<file path="config.mk">
export PLATFORM = sky130hd
export DESIGN_NAME = ps2_key_buffer
export DESIGN_NICKNAME = d
export VERILOG_FILES = /design/src/rtl/ps2_key_buffer.sv
export SDC_FILE = /design/constraint.sdc
export NUM_CORES = 1
export LEC_CHECK = 0
export BUFFER_PORTS_ARGS = -buffer_cell sky130_fd_sc_hd__buf_2
export CORE_MARGIN = 3
export CORE_UTILIZATION = 35
export DETAILED_ROUTE_END_ITERATION = 16
export SLEW_MARGIN = 20
export SYNTH_ARGS = -nofsm -noshare
export SYNTH_HDL_FRONTEND = slang
export SYNTH_SLANG_ARGS = --single-unit
export TNS_END_PERCENT = 5
</file>
<file path="constraint.sdc">
create_clock -name clk_in -period 3.8 [get_ports clk_in]
set_input_delay 0.38 -clock clk_in [delete_from_list [all_inputs] [get_ports clk_in]]
set_output_delay 0.38 -clock clk_in [all_outputs]
set_load 0.1 [all_outputs]
</file>
<file path="src/rtl/ps2_key_buffer.sv">
// ps2_key_buffer: decodes PS/2 set-2 scancodes into 10-bit key events
// ({release, extended, code}) and queues them for the CPU behind a
// STATUS/DATA register pair.
// Optional feature macro: KB_REPEAT_FILTER_EN (drops typematic repeats of held keys).
`timescale 1ns/1ps
module ps2_key_buffer #(
  parameter int unsigned DEPTH = 16
) (
  input  logic        clk_in,
  input  logic        rst_in,
  input  logic        kb_valid_in,
  input  logic [7:0]  kb_scancode_in,
  input  logic [31:0] cpu_addr_in,
  input  logic [31:0] cpu_data_in,
  input  logic [3:0]  cpu_write_enable_in,
  output logic [31:0] cpu_data_out,
  output logic        key_pending_out
);

  localparam int unsigned PW = $clog2(DEPTH);
  localparam int unsigned CW = PW + 1;
  localparam int unsigned EW = 10;
  localparam logic [7:0]  CODE_EXT = 8'hE0;
  localparam logic [7:0]  CODE_REL = 8'hF0;

  typedef enum logic [1:0] {S_IDLE, S_EXT, S_REL, S_EXT_REL} state_e;

  state_e          state_q, state_d;
  logic            ev_valid_c;
  logic [EW-1:0]   ev_word_c;
  logic            push_req_c;

  logic [EW-1:0]   mem_q [DEPTH];
  logic [PW-1:0]   wr_ptr_q, wr_ptr_d, rd_ptr_q, rd_ptr_d;
  logic [CW-1:0]   count_q, count_d;
  logic            ovf_q, ovf_d;
  logic [31:0]     rdata_q, rdata_d;
  logic            pend_q;

  logic            wr_en_c, pop_req_c, clr_c, full_c, push_do_c, ovf_set_c;
  logic [EW-1:0]   head_c;
  logic            unused_bits_c;

  assign unused_bits_c = ^{cpu_addr_in[31:3], cpu_addr_in[1:0],
                           cpu_data_in[31:2], cpu_data_in[0]};

  // Prefix state register; reset drops any partial E0/F0 prefix.
  always_ff @(posedge clk_in) begin
    if (rst_in) state_q <= S_IDLE;
    else        state_q <= state_d;
  end

  // Prefix decode: emits one event on the first non-prefix byte.
  always_comb begin
    state_d    = state_q;
    ev_valid_c = 1'b0;
    ev_word_c  = '0;
    if (kb_valid_in) begin
      case (state_q)
        S_IDLE: begin
          if (kb_scancode_in == CODE_EXT)      state_d = S_EXT;
          else if (kb_scancode_in == CODE_REL) state_d = S_REL;
          else begin
            ev_valid_c = 1'b1;
            ev_word_c  = {2'b00, kb_scancode_in};
          end
        end
        S_EXT: begin
          if (kb_scancode_in == CODE_REL)      state_d = S_EXT_REL;
          else if (kb_scancode_in != CODE_EXT) begin
            ev_valid_c = 1'b1;
            ev_word_c  = {2'b01, kb_scancode_in};
            state_d    = S_IDLE;
          end
        end
        S_REL: begin
          if (kb_scancode_in == CODE_EXT)      state_d = S_EXT_REL;
          else if (kb_scancode_in != CODE_REL) begin
            ev_valid_c = 1'b1;
            ev_word_c  = {2'b10, kb_scancode_in};
            state_d    = S_IDLE;
          end
        end
        default: begin
          if (kb_scancode_in != CODE_EXT && kb_scancode_in != CODE_REL) begin
            ev_valid_c = 1'b1;
            ev_word_c  = {2'b11, kb_scancode_in};
            state_d    = S_IDLE;
          end
        end
      endcase
    end
  end

`ifdef KB_REPEAT_FILTER_EN
  logic [511:0] held_q, held_d;

  // Held-key bitmap: repeat makes are suppressed, releases always pass.
  always_comb begin
    held_d     = held_q;
    push_req_c = ev_valid_c;
    if (ev_valid_c) begin
      if (ev_word_c[9])                 held_d[ev_word_c[8:0]] = 1'b0;
      else if (held_q[ev_word_c[8:0]])  push_req_c = 1'b0;
      else                              held_d[ev_word_c[8:0]] = 1'b1;
    end
  end

  // Bitmap register, cleared on reset.
  always_ff @(posedge clk_in) begin
    if (rst_in) held_q <= '0;
    else        held_q <= held_d;
  end
`else
  assign push_req_c = ev_valid_c;
`endif

  // FIFO control, overflow flag and read-data mux on post-edge state.
  always_comb begin
    wr_en_c   = |cpu_write_enable_in;
    pop_req_c = wr_en_c && cpu_addr_in[2] && (count_q != '0);
    clr_c     = wr_en_c && !cpu_addr_in[2] && cpu_data_in[1];
    full_c    = (count_q == CW'(DEPTH));
    push_do_c = push_req_c && (!full_c || pop_req_c);
    ovf_set_c = push_req_c && full_c && !pop_req_c;

    wr_ptr_d  = push_do_c ? wr_ptr_q + PW'(1) : wr_ptr_q;
    rd_ptr_d  = pop_req_c ? rd_ptr_q + PW'(1) : rd_ptr_q;
    count_d   = count_q;
    if (push_do_c && !pop_req_c)      count_d = count_q + CW'(1);
    else if (!push_do_c && pop_req_c) count_d = count_q - CW'(1);

    ovf_d = ovf_q;
    if (clr_c)     ovf_d = 1'b0;
    if (ovf_set_c) ovf_d = 1'b1;

    // The entry written this edge becomes head when it lands on rd_ptr_d.
    head_c = '0;
    if (count_d != '0) begin
      if (push_do_c && (wr_ptr_q == rd_ptr_d)) head_c = ev_word_c;
      else                                     head_c = mem_q[rd_ptr_d];
    end

    if (cpu_addr_in[2]) rdata_d = {22'd0, head_c};
    else                rdata_d = {16'd0, 8'(count_d), 6'd0, ovf_d, (count_d != '0)};
  end

  // Pointer, count, flag and output registers.
  always_ff @(posedge clk_in) begin
    if (rst_in) begin
      wr_ptr_q <= '0;
      rd_ptr_q <= '0;
      count_q  <= '0;
      ovf_q    <= 1'b0;
      rdata_q  <= '0;
      pend_q   <= 1'b0;
    end else begin
      wr_ptr_q <= wr_ptr_d;
      rd_ptr_q <= rd_ptr_d;
      count_q  <= count_d;
      ovf_q    <= ovf_d;
      rdata_q  <= rdata_d;
      pend_q   <= (count_d != '0);
    end
  end

  // Event storage; contents need no reset.
  always_ff @(posedge clk_in) begin
    if (!rst_in && push_do_c) mem_q[wr_ptr_q] <= ev_word_c;
  end

  assign cpu_data_out    = rdata_q;
  assign key_pending_out = pend_q;

endmodule

</file>
==> flow_metrics.tcl <==
set metrics [dict create \
    cp.required_ns 4.11 \
    fin_crit_ns 3.44 \
    grt_first_pass_wirelength_microns 31400 \
    ant_nets 0 \
    synth_ff_type "edfxtp_1" \
    synth_enable_flop_cells 160 \
    clock-sinks 190 \
    clock-skew-final_ns 0.00780 \
    crit_path_end_kind "flip-flop" \
    worstHoldStart "kb_scancode_in[7]" \
    layout_commonest_cell "edfxtp_1" \
    regToRegStartpoint "count_q[0]" \
    startpoint "count_q[0]" \
    rsz0062_at_grt "no" \
    p_total_mw 6.58 \
    netlist_instances 611 \
    fp.dieH_microns 164 \
    via_per_inst 5.33 \
    antenna_cells 0 \
    tritoncts "yes" \
    ys_seq_area_frac 0.622 \
    die_w_microns 164 \
    slew_viol_final 0 \
    async_flop_share 0 \
    period_share 0.904 \
    ys_ff_latch 190 \
    ir_drop_v 0.000322 \
    grt_pass1_vias 5289 \
    place_inst 965 \
    cts_root_buf "clkbuf_16" \
    synth_top_cell_by_area "edfxtp_1" \
    path_max_fanout 16 \
    grt_util_all_layers 0.159 \
    ff2ff_setup_slack_ns 0.36 \
    cts.repair.resized 0 \
    synth.top_cell.area_share 0.553 \
    core_area_sq_um 24400 \
    status "completed" \
    fin_cells 997 \
    wl_per_cell_microns 20.8 \
    finalWeightedCongestion 0.856 \
    muxShareOfSynthArea 0.134 \
    ys_warn_count 0 \
    grt_overflow 0 \
    fmax_ghz 0.291 \
    final_util 0.406 \
    critical_path_arrival_ns 3.74 \
    relSlewSlack 0.251 \
    area_growth_pct 14.0 \
    rr_worst_depth 11 \
    syn_area_per_cell_sq_um 14.2 \
    syn_area_sq_um 8690 \
    post_cts_buffers 0 \
    h-tree-depth 4 \
    drc 0 \
    hold_violations 0 \
    initial_utilization 0.356 \
    clockBufferDepth 2 \
    hpwl_microns 13900 \
    setup_viol 0 \
    synth_top_family_by_area "multiplexers" \
    cts.clk_slew.worst_paths_ns 0.07 \
    crit_type "reg2reg" \
    cts_made_buffers 17 \
    synth.top_cells.by_area "edfxtp_1, mux2i_1, dfxtp_1" \
    tns_ns 0 \
    p_per_area_nw_per_um2 665 \
    fin_nets 747 \
    postCtsHoldBufs 0 \
    drive_above_1_share 0.189 \
    tightestPinTransition_ns 1.12 \
    layout_common_cells "edfxtp_1, mux2i_1, nor2_1, nand2_1, buf_4" \
    synth-simple-area-share 0.0898 \
    routed_wl_microns 20800 \
    drtPass1Iterations 5 \
    clock_latency_ns 0.44 \
    numPortBuffers 30 \
    crit_end "cpu_data_out[4]" \
    drt_iter0_drc 448 \
    reg2reg_to "cpu_data_out[4]" \
    dieArea_sq_um 26800 \
    min_path_type "in2reg" \
    synth_cell_type_count 65 \
    core.rowCount 57 \
    leakagePower_nw 3.43 \
    antenna_found_initial 0 \
    maxCapViolCount 0 \
    grt_max_degree 38 \
    synthAdderAreaFrac 0.0115 \
    synthXorXnorAreaFrac 0.0233 \
    pin_count 112 \
    critPathLaunchType "flip-flop" \
    synth_compound_area_frac 0.0809 \
    vias 5310 \
]
[how the worst min path moves through the flow]
stage	end	slack (ns)	depth (start not counted)
final	cpu_data_out[7]	0.19	3
after global routing	cpu_data_out[5]	0.19	3
after CTS	cpu_data_out[7]	0.19	3
after detailed placement	cpu_data_out[8]	0.48	1
after global placement	ovf_q	0.48	2
after floorplan	cpu_data_out[8]	0.45	1
[logic make-up (layout without fill, tap and decap cells)]
group,after synthesis,count (layout)
compound gates,89,89
xor+xnor,16,16
mux,95,95
simple gates,152,152
buf+inv,60,104
flops,190,190
other cells,1,19
fa+ha+maj,8,8
[final cells by class]
class                      instances  area [sq um]
fill                            2243         14500
sequential                       190          5410
multi-input combinational        379          3030
clock buffer                      21           460
timing repair buffer              65           425
tap                              324           405
clock inverter                    11           155
inverter                           7          26.3
[synth_stat cells (5+ instances only)]
library cell  number
edfxtp_1         160
mux2i_1           74
nand2_1           40
nor2_1            40
dfxtp_1           30
buf_4             22
mux4_2            17
clkbuf_1          16
nor3_1            14
a21oi_1           12
a221oi_1          12
and2_1            11
o21ai_1           10
buf_2              9
nor2b_1            9
and3_1             8
ha_1               8
nand3_1            8
xnor2_1            8
a211oi_1           7
inv_1              7
a211o_1            6
buf_1              5
o211ai_1           5
[state kept, by name, indices dropped and copies added (netlist names)]
register	cells
wr_ptr_q	4
rd_ptr_q	4
key_pending_out	1
state_q	2
ovf_q	1
cpu_data_out	13
mem_q	160
count_q	5
[layer usage]
layer | up-vias | wire, microns | GRT usage
met5 | - | 0 | 0
met4 | 0 | 535 | 0.0638
met3 | 31 | 1150 | 0.0297
met2 | 170 | 9990 | 0.259
met1 | 2683 | 9100 | 0.211
li1 | 2426 | - | -
[critical path: stages, from the launching register on]
cell and delay [ns]:
dfxtp_1 0.36, inv_1 0.12, ha_1 0.21, or4b_1 0.54
nand3_1 0.14, and2_2 0.40, buf_4 0.37, buf_4 0.29
mux2i_1 0.26, a221oi_1 0.10, o21ai_1 0.37, o21ai_1 0.12
[power breakdown]
group          internal (mW)  total [mW]  switching, mW
registers               2.36        2.42         0.0643
logic                  0.748        2.30           1.55
clock network           1.08        1.86          0.778
[per-stage QoR]
step / instance area, sq um / worst slack (ns) / hold slack [ns]
after floorplan: 8760 / 1.04 / 0.451
after global placement: 9290 / 0.469 / 0.479
after detailed placement: 9290 / 0.378 / 0.479
after CTS: 9910 / 0.328 / 0.186
after global routing: 9910 / 0.232 / 0.192
final: 9910 / 0.364 / 0.189
Note: power is estimated with default switching activity, not from simulation.
